<file path="config.mk">
export PLATFORM = sky130hd
export DESIGN_NAME = ahb_sub_mem_bridge
export DESIGN_NICKNAME = d
export VERILOG_FILES = /design/src/rtl/ahb_sub_mem_bridge.sv
export SDC_FILE = /design/constraint.sdc
export NUM_CORES = 1
export LEC_CHECK = 0
export CAP_MARGIN = 20
export CORE_ASPECT_RATIO = 0.9
export CORE_MARGIN = 5
export CORE_UTILIZATION = 38
export CTS_CLUSTER_SIZE = 14
export DETAILED_ROUTE_END_ITERATION = 8
export PLACE_DENSITY_LB_ADDON = 0.1
export SLEW_MARGIN = 10
export SYNTH_ARGS = -nofsm -noshare
export SYNTH_HDL_FRONTEND = slang
export SYNTH_SLANG_ARGS = --single-unit
</file>
<file path="constraint.sdc">
create_clock -name HCLK -period 5.15 [get_ports HCLK]
set_input_delay 1.545 -clock HCLK [delete_from_list [all_inputs] [get_ports HCLK]]
set_output_delay 1.545 -clock HCLK [all_outputs]
set_load 0.01 [all_outputs]
</file>
<file path="src/rtl/ahb_sub_mem_bridge.sv">
// AHB subordinate bridging one AHB slot onto the nyu-mem request/ready port.
// Pipelined address/data phases, HSEL window decode, byte-lane strobes from
// HSIZE/HADDR and a two-cycle ERROR response for illegal transfers.
// Optional stall watchdog: define SUB_MEM_TIMEOUT_EN to abort a request that
// sees no MemReady for TIMEOUT consecutive cycles.
module ahb_sub_mem_bridge #(
    parameter int                    ADDR_WIDTH = 32,
    parameter int                    DATA_WIDTH = 32,
    parameter logic [ADDR_WIDTH-1:0] MEM_BASE   = '0,
    parameter logic [ADDR_WIDTH-1:0] MEM_SIZE   = 'h10000,
    parameter int                    TIMEOUT    = 256
) (
    input  logic                      HCLK,
    input  logic                      HRESETn,
    input  logic                      HSEL,
    input  logic [ADDR_WIDTH-1:0]     HADDR,
    input  logic                      HWRITE,
    input  logic [1:0]                HTRANS,
    input  logic [2:0]                HSIZE,
    input  logic [DATA_WIDTH-1:0]     HWDATA,
    input  logic                      HREADY,
    output logic [DATA_WIDTH-1:0]     HRDATA,
    output logic                      HREADYOUT,
    output logic [1:0]                HRESP,
    output logic [ADDR_WIDTH-1:0]     MemAddr,
    output logic                      MemWrite,
    output logic [DATA_WIDTH/8-1:0]   MemWStrb,
    output logic [DATA_WIDTH-1:0]     MemWData,
    output logic                      MemReq,
    input  logic [DATA_WIDTH-1:0]     MemRData,
    input  logic                      MemReady
);

    localparam int STRB_W    = DATA_WIDTH / 8;
    localparam int LANE_BITS = $clog2(STRB_W);

    typedef enum logic [2:0] {
        S_IDLE,
        S_REQ,
        S_DONE,
        S_ERR1,
        S_ERR2
    } state_e;

    state_e                  stateQ, stateD;
    logic [ADDR_WIDTH-1:0]   addrQ, addrD;
    logic                    writeQ, writeD;
    logic [STRB_W-1:0]       strbQ, strbD;
    logic [DATA_WIDTH-1:0]   hrdataQ, hrdataD;

    logic                    sampleValid;
    logic                    canAccept;
    logic                    legal;
    logic [ADDR_WIDTH-1:0]   relAddr;
    logic [ADDR_WIDTH-1:0]   alignMask;
    logic [STRB_W-1:0]       newStrb;
    logic                    timeoutHit;
    int                      laneIdx;
    int                      beatBytes;
    logic                    unusedBits;

    assign sampleValid = HSEL && HTRANS[1] && HREADY;
    assign canAccept   = (stateQ == S_IDLE) || (stateQ == S_DONE) || (stateQ == S_ERR2);
    assign relAddr     = HADDR - MEM_BASE;
    assign alignMask   = ~({ADDR_WIDTH{1'b1}} << HSIZE);
    assign legal       = (HSIZE <= 3'(LANE_BITS))
                      && ((HADDR & alignMask) == '0)
                      && (relAddr < MEM_SIZE);

    // Byte-lane mask of the incoming beat: 2^HSIZE lanes starting at the low address bits
    always_comb begin
        newStrb   = '0;
        laneIdx   = int'(HADDR[LANE_BITS-1:0]);
        beatBytes = 1 << HSIZE;
        for (int i = 0; i < STRB_W; i++) begin
            newStrb[i] = (i >= laneIdx) && (i < laneIdx + beatBytes);
        end
    end

`ifdef SUB_MEM_TIMEOUT_EN
    localparam int CNT_W = $clog2(TIMEOUT + 1);

    logic [CNT_W-1:0] stallCntQ, stallCntD;

    assign timeoutHit = (stateQ == S_REQ) && !MemReady && (stallCntQ == CNT_W'(TIMEOUT - 1));
    assign stallCntD  = ((stateQ == S_REQ) && !MemReady) ? stallCntQ + 1'b1 : '0;

    // Consecutive stalled REQ cycles; zero whenever the bridge is not stalled in REQ
    always_ff @(posedge HCLK or negedge HRESETn) begin
        if (!HRESETn) begin
            stallCntQ <= '0;
        end else begin
            stallCntQ <= stallCntD;
        end
    end

    assign unusedBits = HTRANS[0];
`else
    assign timeoutHit = 1'b0;
    assign unusedBits = ^{HTRANS[0], 32'(TIMEOUT)};
`endif

    // State and request-field registers; reset aborts any request in flight
    always_ff @(posedge HCLK or negedge HRESETn) begin
        if (!HRESETn) begin
            stateQ  <= S_IDLE;
            addrQ   <= '0;
            writeQ  <= 1'b0;
            strbQ   <= '0;
            hrdataQ <= '0;
        end else begin
            stateQ  <= stateD;
            addrQ   <= addrD;
            writeQ  <= writeD;
            strbQ   <= strbD;
            hrdataQ <= hrdataD;
        end
    end

    // Next-state: accept address phases when ready, complete or abort the memory request
    always_comb begin
        stateD  = stateQ;
        addrD   = addrQ;
        writeD  = writeQ;
        strbD   = strbQ;
        hrdataD = hrdataQ;
        case (stateQ)
            S_REQ: begin
                if (MemReady) begin
                    if (!writeQ) begin
                        hrdataD = MemRData;
                    end
                    stateD = S_DONE;
                end else if (timeoutHit) begin
                    stateD = S_ERR1;
                end
            end
            S_ERR1: begin
                stateD = S_ERR2;
            end
            default: begin
                if (canAccept && sampleValid) begin
                    if (legal) begin
                        stateD = S_REQ;
                        addrD  = {relAddr[ADDR_WIDTH-1:LANE_BITS], {LANE_BITS{1'b0}}};
                        writeD = HWRITE;
                        strbD  = HWRITE ? newStrb : '0;
                    end else begin
                        stateD = S_ERR1;
                    end
                end else begin
                    stateD = S_IDLE;
                end
            end
        endcase
    end

    assign MemReq    = (stateQ == S_REQ);
    assign MemWrite  = MemReq && writeQ;
    assign MemWStrb  = MemReq ? strbQ : '0;
    assign MemAddr   = addrQ;
    assign MemWData  = HWDATA;
    assign HRDATA    = hrdataQ;
    assign HREADYOUT = !((stateQ == S_REQ) || (stateQ == S_ERR1));
    assign HRESP     = ((stateQ == S_ERR1) || (stateQ == S_ERR2)) ? 2'b01 : 2'b00;

endmodule

</file>
* Word-level counts from Yosys, hierarchy flattened
Cells that the tools add are included.
** Storage, ports and cells
- Register bits :: 70
- Input bits :: 107
- Output and inout port bits :: 105
- Logic and storage cells :: 52
** Cells by class
- Add/subtract/negate cells :: 1
- Magnitude comparators :: 9
- Eq/ne operators :: 5
- Shift-type cells :: 2
- Muxes and demuxes :: 7
- Bitwise gates (word level) :: 4
- Reductions and logical operators :: 19
** Operators by type and width (number)
- < comparator 3 x 32 -> 1 bit, first input constant :: 2
- adder 3 x 32 -> 32 bit :: 1
- AND 32 bit :: 1
- zero test 32 bit :: 1
- < comparator 1 x 32 -> 1 bit, first input constant :: 1
- < comparator 2 x 32 -> 1 bit, first input constant :: 1
- < comparator 32 x 17 -> 1 bit, second input constant :: 1
- NOT 32 bit :: 1
- << shifter 1 x 3 -> 32 bit, first input constant :: 1
- << shifter 32 x 3 -> 32 bit, first input constant :: 1
- logical AND 1 bit :: 9
- two-way mux 4 bit :: 2
- == test 3 x 2 -> 1 bit, second input constant :: 2
- two-way mux 3 bit :: 2
- one-hot mux 3 bit (2 select lines) :: 1
- AND reduction 3 bit :: 2
- >= comparator 1 x 2 -> 1 bit, first input constant :: 2
- logical OR 1 bit :: 4
- == test 3 x 1 -> 1 bit, second input constant :: 1
- == test 3 bit, second input constant :: 1
- <= comparator 3 x 2 -> 1 bit, second input constant :: 1
- zero test 3 bit :: 1
- >= comparator 2 bit, first input constant :: 1
- two-way mux 2 bit :: 1
- other kinds (5) :: 6

* Depth between registers and ports, before layout
Gate-level depths: netlist of the first run.
- Word-level depth :: 9
- Depth in mapped cells :: 9
- Gate-level depth less buffers :: 9

* Worst setup path before layout of the first run
OpenSTA, ideal clock, no wires.
- Path type :: input-to-reg
- Start :: input port HSIZE[1]
- End :: register strbQ[2]
- Setup time :: 0.125 ns
- Arrival :: 3.554 ns
- Data required time :: 5.025 ns
- Slack :: 1.472 ns
- Stages :: 9
- Path buffers :: 0
- Cell sequence :: or3_1 -> inv_1 -> ha_1 -> inv_1 -> fa_1 -> a2111oi_0 -> mux2i_1 -> o311a_1 -> mux2_2
** On the way
- Cells in the longest elaborated chain, start to end :: 7
- Elaborated cells on any way between the ends :: 13
- Those cells by class :: add/sub: 1; order compare: 2; shift: 2; mux: 1; bitwise: 2; reduce/logical: 5
** Ends and longest elaborated chain
- from (decl) :: line 19 : input logic [2:0] HSIZE,
- branches (longest 7 deep; another with adder 3 x 32 -> 32 bit)
- to (signal assigned) :: line 115 : strbQ <= strbD;
- to (decl) :: line 48 : logic [STRB_W-1:0] strbQ, strbD;
Parallel ways; which one is timed is not known.
A chain may end at the register's enable or synchronous reset.

* Final worst setup path of the first run
Same ends and word-level chain as after synthesis.

==> results of run 1 <==
==> worst min path at each step <==
stage                 endpoint  slack (ps)  cells after the start
detailed placement  HRDATA[16]         480                      1
floorplan             strbQ[0]         470                      1
finish              HRDATA[16]         490                      1
CTS                 HRDATA[16]         490                      1
global placement    HRDATA[16]         470                      1
global route        HRDATA[16]         500                      1
==> worst reg2reg max path, stage by stage (launching register included) <==
cell and delay, ps:
sky130_fd_sc_hd__dfrtp_1 390, sky130_fd_sc_hd__nand2b_1 260, sky130_fd_sc_hd__nor4b_4 290, sky130_fd_sc_hd__buf_4 410
sky130_fd_sc_hd__mux2_2 410
==> flip-flops by register name, indices dropped and copies added, names as in the netlist <==
register	cells
stateQ	3
HRDATA	32
writeQ	1
strbQ	4
MemAddr	30
==> layer usage <==
| metal | GRT usage | share of wire | vias to the layer above |
|---|---|---|---|
| li1 | - | - | 984 |
| met2 | 0.2437 | 0.51 | 104 |
| met1 | 0.1589 | 0.38 | 1007 |
| met3 | 0.06567 | 0.10 | 11 |
| met5 | 0 | 0 | - |
| met4 | 0.06177 | 0.0069 | 0 |
==> report_power, final <==
part | total [mW] | internal, mW | switching, mW
registers | 0.689 | 0.643 | 0.0462
logic | 0.428 | 0.281 | 0.147
clock network | 0.472 | 0.272 | 0.200
==> cell usage in the layout (no fill, tap or decap), types with 3 or more instances in the layout <==
master and instances:
sky130_fd_sc_hd__nand2_1 6, sky130_fd_sc_hd__nor4_1 4, sky130_fd_sc_hd__clkdlybuf4s50_1 142, sky130_fd_sc_hd__and2_1 4, sky130_fd_sc_hd__buf_4 4, sky130_fd_sc_hd__conb_1 3, sky130_fd_sc_hd__clkbuf_8 9, sky130_fd_sc_hd__ha_1 3
sky130_fd_sc_hd__inv_1 7, sky130_fd_sc_hd__nor2_1 6, sky130_fd_sc_hd__mux2_2 49, sky130_fd_sc_hd__nor2b_1 16, sky130_fd_sc_hd__dfrtp_1 70
==> stage by stage <==
stage	power, mW	std cells
floorplan	0.8754	233
global placement	1.128	436
detailed placement	1.136	436
CTS	1.623	452
global route	1.678	452
finish	1.589	452
==> kinds of logic after synthesis <==
logic type,count (synthesis),share of synthesized area
AND/OR/NAND/NOR,44,0.08903
adder cells (fa/ha/maj),4,0.01862
other,1,0.001213
buffers and inverters,50,0.1109
AO/OA/AOI/OAI,10,0.02509
flip-flops,70,0.5666
multiplexers,52,0.1886
==> cell type report <==
type / instances / area (um2)
multi-input combinational: 113 / 1005
sequential: 70 / 1752
fill: 697 / 3413
inverter: 7 / 26.28
tap: 99 / 123.9
clock inverter: 6 / 86.33
clock buffer: 10 / 127.6
timing repair buffer: 147 / 1456
==> run summary, run 1 <==
outcome = finished clean
Synth top cells by count = 70 x sky130_fd_sc_hd__dfrtp_1, 49 x sky130_fd_sc_hd__mux2_2, 36 x sky130_fd_sc_hd__buf_4
critical path endpoint category = register
maximum vdd ir drop = 0.1886 mV
post-layout worst setup margin = 1160 ps
cell chain of the critical path = clkdlybuf4s50_1 > or3_1 > inv_1 > ha_1 > inv_1 > fa_1 > a2111oi_0 > mux2i_1 > o311a_1 > mux2_2
leakage power = 2.030 nW
mean instance size in the synthesized netlist = 13.38 um2
number of distinct standard cells referenced by the synthesized netlist = 32
data arrival at the endpoint of the critical path = 4210 ps
Final Hold Vio Count = 0
number of flops mapped to enable cells by yosys = 0
biggest cell delay along the critical path = 490 ps
largest fanout on the critical path = 5
count of standard-cell rows = 31
CTS Hold Bufs = 0
width of the die = 105.1 um
global placer's final weighted congestion = 0.8061
number of sinks on the clock net = 70
Post-CTS Setup Repair Bufs = 0
total placed instance area = 0.004363 mm2
Post-Place Worst Slack = 820.8 ps
Area Overhead vs Synth = 48.04%
startpoint types = input port
largest net degree at the start of global routing = 49
Crit Reg-Reg Startpoint = stateQ[2]
Min Clock Period, post-route = 3990 ps
I/O Buffers = 143
Mapped Area = 0.003092 mm2
number of top-level pins = 212
post-synthesis instance total = 231
Worst slew margin = 0.6033
Clk Latency, worst-skew pair = 330 ps
top cell type's share of synthesized area = 0.5666
top cells by area in the synthesized netlist = sky130_fd_sc_hd__dfrtp_1 57%, sky130_fd_sc_hd__mux2_2 18%, sky130_fd_sc_hd__buf_4 8.7%, sky130_fd_sc_hd__nor2b_1 3.2%, sky130_fd_sc_hd__ha_1 1.2%
Routed Antenna Nets = 0
quantity of gates resized following cts = 0
fraction of layout cells with a size suffix above 1 = 0.2011
Buffers & Inverters on Critical Path = 3
drt first-iter violations = 74
clock tree from TritonCTS = done
hold crit path type = register to register
Worst EP required = 5370 ps
final slew viol count = 0
Critical Path End = strbQ[2]
cell area after layout = 0.004577 mm2
total setup violations reported at the end of the flow = 0
Max Clk Rate = 250.6 MHz
number of vias per cell after detailed routing = 4.659
core footprint = 0.007990 mm2
Critical path origin = HSIZE[1]
final antenna diode count = 0
type of the worst setup path = input port to register
initial core utilization = 0.3869
CTS Root Buffer Type = sky130_fd_sc_hd__clkbuf_8
detailed-route via count = 2106
first-pass GRT wire length = 11.48 mm
Max-Cap Viols = 0
Async SR Flop Fraction = 1.000
number of storage elements in the synthesis netlist = 70
number of buffers added by the clock tree synthesis step = 9
average wire per standard cell = 16.00 um
final worst-path cycle share = 0.7747
Final Net Count = 459
via count of the first global-routing pass = 2282
HPWL reported at the end of detailed placement = 5.632 mm
number of warning messages in the yosys log = 0
detailed-router iteration count before antenna repair = 4
main flop type after synthesis = sky130_fd_sc_hd__dfrtp_1
residual DRC count = 0
sum of overflow across all layers after global routing = 0
Least-Margin Pin Slew = 595.0 ps
most numerous cell in the Yosys netlist = sky130_fd_sc_hd__dfrtp_1
worst-path cell with the longest stage delay = sky130_fd_sc_hd__clkdlybuf4s50_1
total number of cells along the worst setup path = 10
Largest delay share family, worst path = compound AO/OA/AOI/OAI gates
post-route worst hold slack = 488.5 ps
final cell utilization of the core = 0.5728
capture instance of the worst register-to-register path = HRDATA[25]
final wirelength = 7.232 mm
unrepaired setup endpoints after global routing = false
GRT Total Usage = 0.1445
worst-case reg-to-reg path depth = 4
y dimension of the die = 95.57 um
FF-to-FF setup slack = 3270 ps
launch point of the worst hold path = HRDATA[16]
initial antenna violation count = 0
Final TNS setup = 0 ps
largest area contributor in the netlist = sky130_fd_sc_hd__dfrtp_1
cell occurring most often along the worst timing path = sky130_fd_sc_hd__inv_1
Total Die Area = 0.01004 mm2
maximum clock path buffer count = 2
clock skew = 8.425 ps
number of levels the H-tree was split into = 3
Clock transition at path regs = 70 ps
power per cell area = 347.1 mW/mm2
share of synthesized area occupied by flip-flops and latches = 0.5666
(Power assumes the default switching activity.)
==> run 2: changes to the inputs <==
Settings changed: CORE_UTILIZATION 38 to 32.
Clock period 5.15 ns to 3.42 ns, I/O delays scaled along.
==> run 2 against run 1 <==
  * Die area up 17%
  * Critical path type unchanged
  * Total power up 49%
  * Routed wire length up 1.1%
  * Largest cell class unchanged
  * Clock skew about the same
  * Sequential share of layout area down 0.87 points
  * Cell count up 7.3%
  * Count of clock-buffer cells in the layout unchanged
==> run summary, run 2 (same netlist as run 1, synthesis figures left out) <==
y dimension of the die = 103.3 um (was 95.57 um)
largest fanout on the critical path = 4 (was 5)
clock tree from TritonCTS = done (unchanged)
fraction of layout cells with a size suffix above 1 = 0.2284 (was 0.2011)
critical path endpoint category = register (unchanged)
drt first-iter violations = 69 (was 74)
biggest cell delay along the critical path = 410 ps (was 490 ps)
Total Die Area = 0.01173 mm2 (was 0.01004 mm2)
global placer's final weighted congestion = 0.7069 (was 0.8061)
Reg area = 0.001752 mm2 (unchanged)
max reg flops = 32 (unchanged)
maximum clock path buffer count = 2 (unchanged)
first-pass GRT wire length = 11.67 mm (was 11.48 mm)
final worst-path cycle share = 0.9909
total setup violations reported at the end of the flow = 0 (unchanged)
clock skew = 8.180 ps (was 8.425 ps)
final antenna diode count = 0 (unchanged)
I/O Buffers = 143 (unchanged)
most frequent standard cell in the layout excluding fill and tap cells = sky130_fd_sc_hd__clkdlybuf4s50_1 (unchanged)
average wire per standard cell = 15.07 um (was 16.00 um)
final wirelength = 7.311 mm (was 7.232 mm)
Worst EP required = 3650 ps (was 5370 ps)
non-filler cells in the finished layout = 485 (was 452)
startpoint types = input port (unchanged)
largest net degree at the start of global routing = 71 (was 49)
via count of the first global-routing pass = 2356 (was 2282)
most frequent cells in the layout = 142 x sky130_fd_sc_hd__clkdlybuf4s50_1, 70 x sky130_fd_sc_hd__dfrtp_1, 49 x sky130_fd_sc_hd__mux2_2 (unchanged)
final slew viol count = 0 (unchanged)
Min Clock Period, post-route = 3389 ps
Final Hold Vio Count = 0 (unchanged)
initial antenna violation count = 0 (unchanged)
Final Net Count = 465 (was 459)
Max Clk Rate = 295.1 MHz
number of vias per cell after detailed routing = 4.452 (was 4.659)
number of levels the H-tree was split into = 3 (unchanged)
cell occurring most often along the worst timing path = sky130_fd_sc_hd__inv_1 (unchanged)
Routed Antenna Nets = 0 (unchanged)
Least-Margin Pin Slew = 896.7 ps (was 595.0 ps)
count of standard-cell rows = 34 (was 31)
multi-input logic area = 0.001032 mm2 (was 0.001005 mm2)
HPWL reported at the end of detailed placement = 5.267 mm (was 5.632 mm)
power per cell area = 505.4 mW/mm2 (was 347.1 mW/mm2)
GRT Total Usage = 0.1275 (was 0.1445)
leakage power = 2.057 nW (was 2.030 nW)
maximum vdd ir drop = 0.3357 mV (was 0.1886 mV)
final cell utilization of the core = 0.4893 (was 0.5728)
hold crit path type = register to register (unchanged)
Filler Cells Inserted = 896 (was 697)
Largest delay share family, worst path = compound AO/OA/AOI/OAI gates (unchanged)
detailed-route via count = 2159 (was 2106)
data arrival at the endpoint of the critical path = 3620 ps (was 4210 ps)
CTS Root Buffer Type = sky130_fd_sc_hd__clkbuf_8 (unchanged)
instance count after placement with tap cells included = 468 (was 436)
Worst slew margin = 0.4022 (was 0.6033)
Area Overhead vs Synth = 51.48% (was 48.04%)
Clk Latency, worst-skew pair = 340 ps (was 330 ps)
number of buffers added by the clock tree synthesis step = 9 (unchanged)
type of the worst setup path = input port to register (unchanged)
core footprint = 0.009572 mm2 (was 0.007990 mm2)
Max-Cap Viols = 0 (unchanged)
detailed-router iteration count before antenna repair = 4 (unchanged)
Buffers & Inverters on Critical Path = 3 (unchanged)
worst-path cell with the longest stage delay = sky130_fd_sc_hd__clkdlybuf4s50_1 (unchanged)
residual DRC count = 0 (unchanged)
outcome = finished clean (unchanged)
width of the die = 113.6 um (was 105.1 um)
cell chain of the critical path = clkdlybuf4s50_1 > or3_1 > inv_1 > ha_2 > inv_1 > fa_2 > a2111oi_4 > mux2i_2 > o311a_1 > mux2_2 (was clkdlybuf4s50_1 > or3_1 > inv_1 > ha_1 > inv_1 > fa_1 > a2111oi_0 > mux2i_1 > o311a_1 > mux2_2)
initial core utilization = 0.3230 (was 0.3869)
number of sinks on the clock net = 70 (unchanged)
Clock transition at path regs = 70 ps (about the same)
number of top-level pins = 212 (unchanged)
sum of overflow across all layers after global routing = 0 (unchanged)
## run 2: cell types whose count changed in the layout (fill, tap and decap cells not counted), sizes merged
cell,delta
bufinv,-1
clkinv,+1
buf,+6
## run 2: power breakdown
group          internal, mW  switching [mW]  total (mW)  leakage [nW]
sequential            0.968          0.0711        1.04         0.902
clock                 0.354           0.318       0.672         0.102
combinational         0.429           0.226       0.655          1.05
total                  1.75           0.615        2.37          2.06
## run 2: path summary, 6_finish.rpt
check / endpoint / from / depth (start not counted) / slack (ps)
min in group asynchronous: MemAddr[27] / HRESETn / 1 / 770
setup reg to reg: HRDATA[15] / stateQ[2] / 4 / 1530
setup / recovery: strbQ[2] / HSIZE[1] / 10 / 30
max in group asynchronous: writeQ / HRESETn / 1 / 2020
hold / removal: HRDATA[16] / HRDATA[16] / 1 / 500
hold reg to reg: HRDATA[16] / HRDATA[16] / 1 / 500
## run 2: layout make-up
cell class / count / share of cell area
sequential: 70 / 0.3740
inverter: 7 / 0.005610
timing repair buffer: 153 / 0.3238
clock buffer: 10 / 0.02939
clock inverter: 6 / 0.01309
multi-input combinational: 113 / 0.2204
tap: 126 / 0.03366
## run 2: through the flow
stage | cell area [um2] | worst slack, ps | power (mW) | hold slack [ps] | TNS (ps)
floorplan | 3099 | 260.7 | 1.318 | 472.1 | 0
global placement | 4449 | -276.3 | 1.706 | 472.7 | -1342
detailed placement | 4449 | -360.2 | 1.714 | 479.0 | -1568
CTS | 4648 | 15.15 | 2.412 | 497.7 | 0
global route | 4683 | -15.53 | 2.515 | 524.4 | -15.53
finish | 4683 | 31.13 | 2.367 | 498.1 | 0
## run 2: metal layers
layer	vias up	part of all wire	global-route usage
met5	-	0	0
met4	0	0.0097	0.03604
met3	8	0.12	0.07970
met2	104	0.44	0.1888
met1	1050	0.43	0.1556
li1	997	-	-
## run 2: repair_timing
| item | in CTS | in global routing |
|---|---|---|
| hold buffers | 0 | 0 |
| resized for setup | 0 | 6 |
| setup endpoints to repair | 0 | 3 |
| buffers inserted | 0 | 1 |
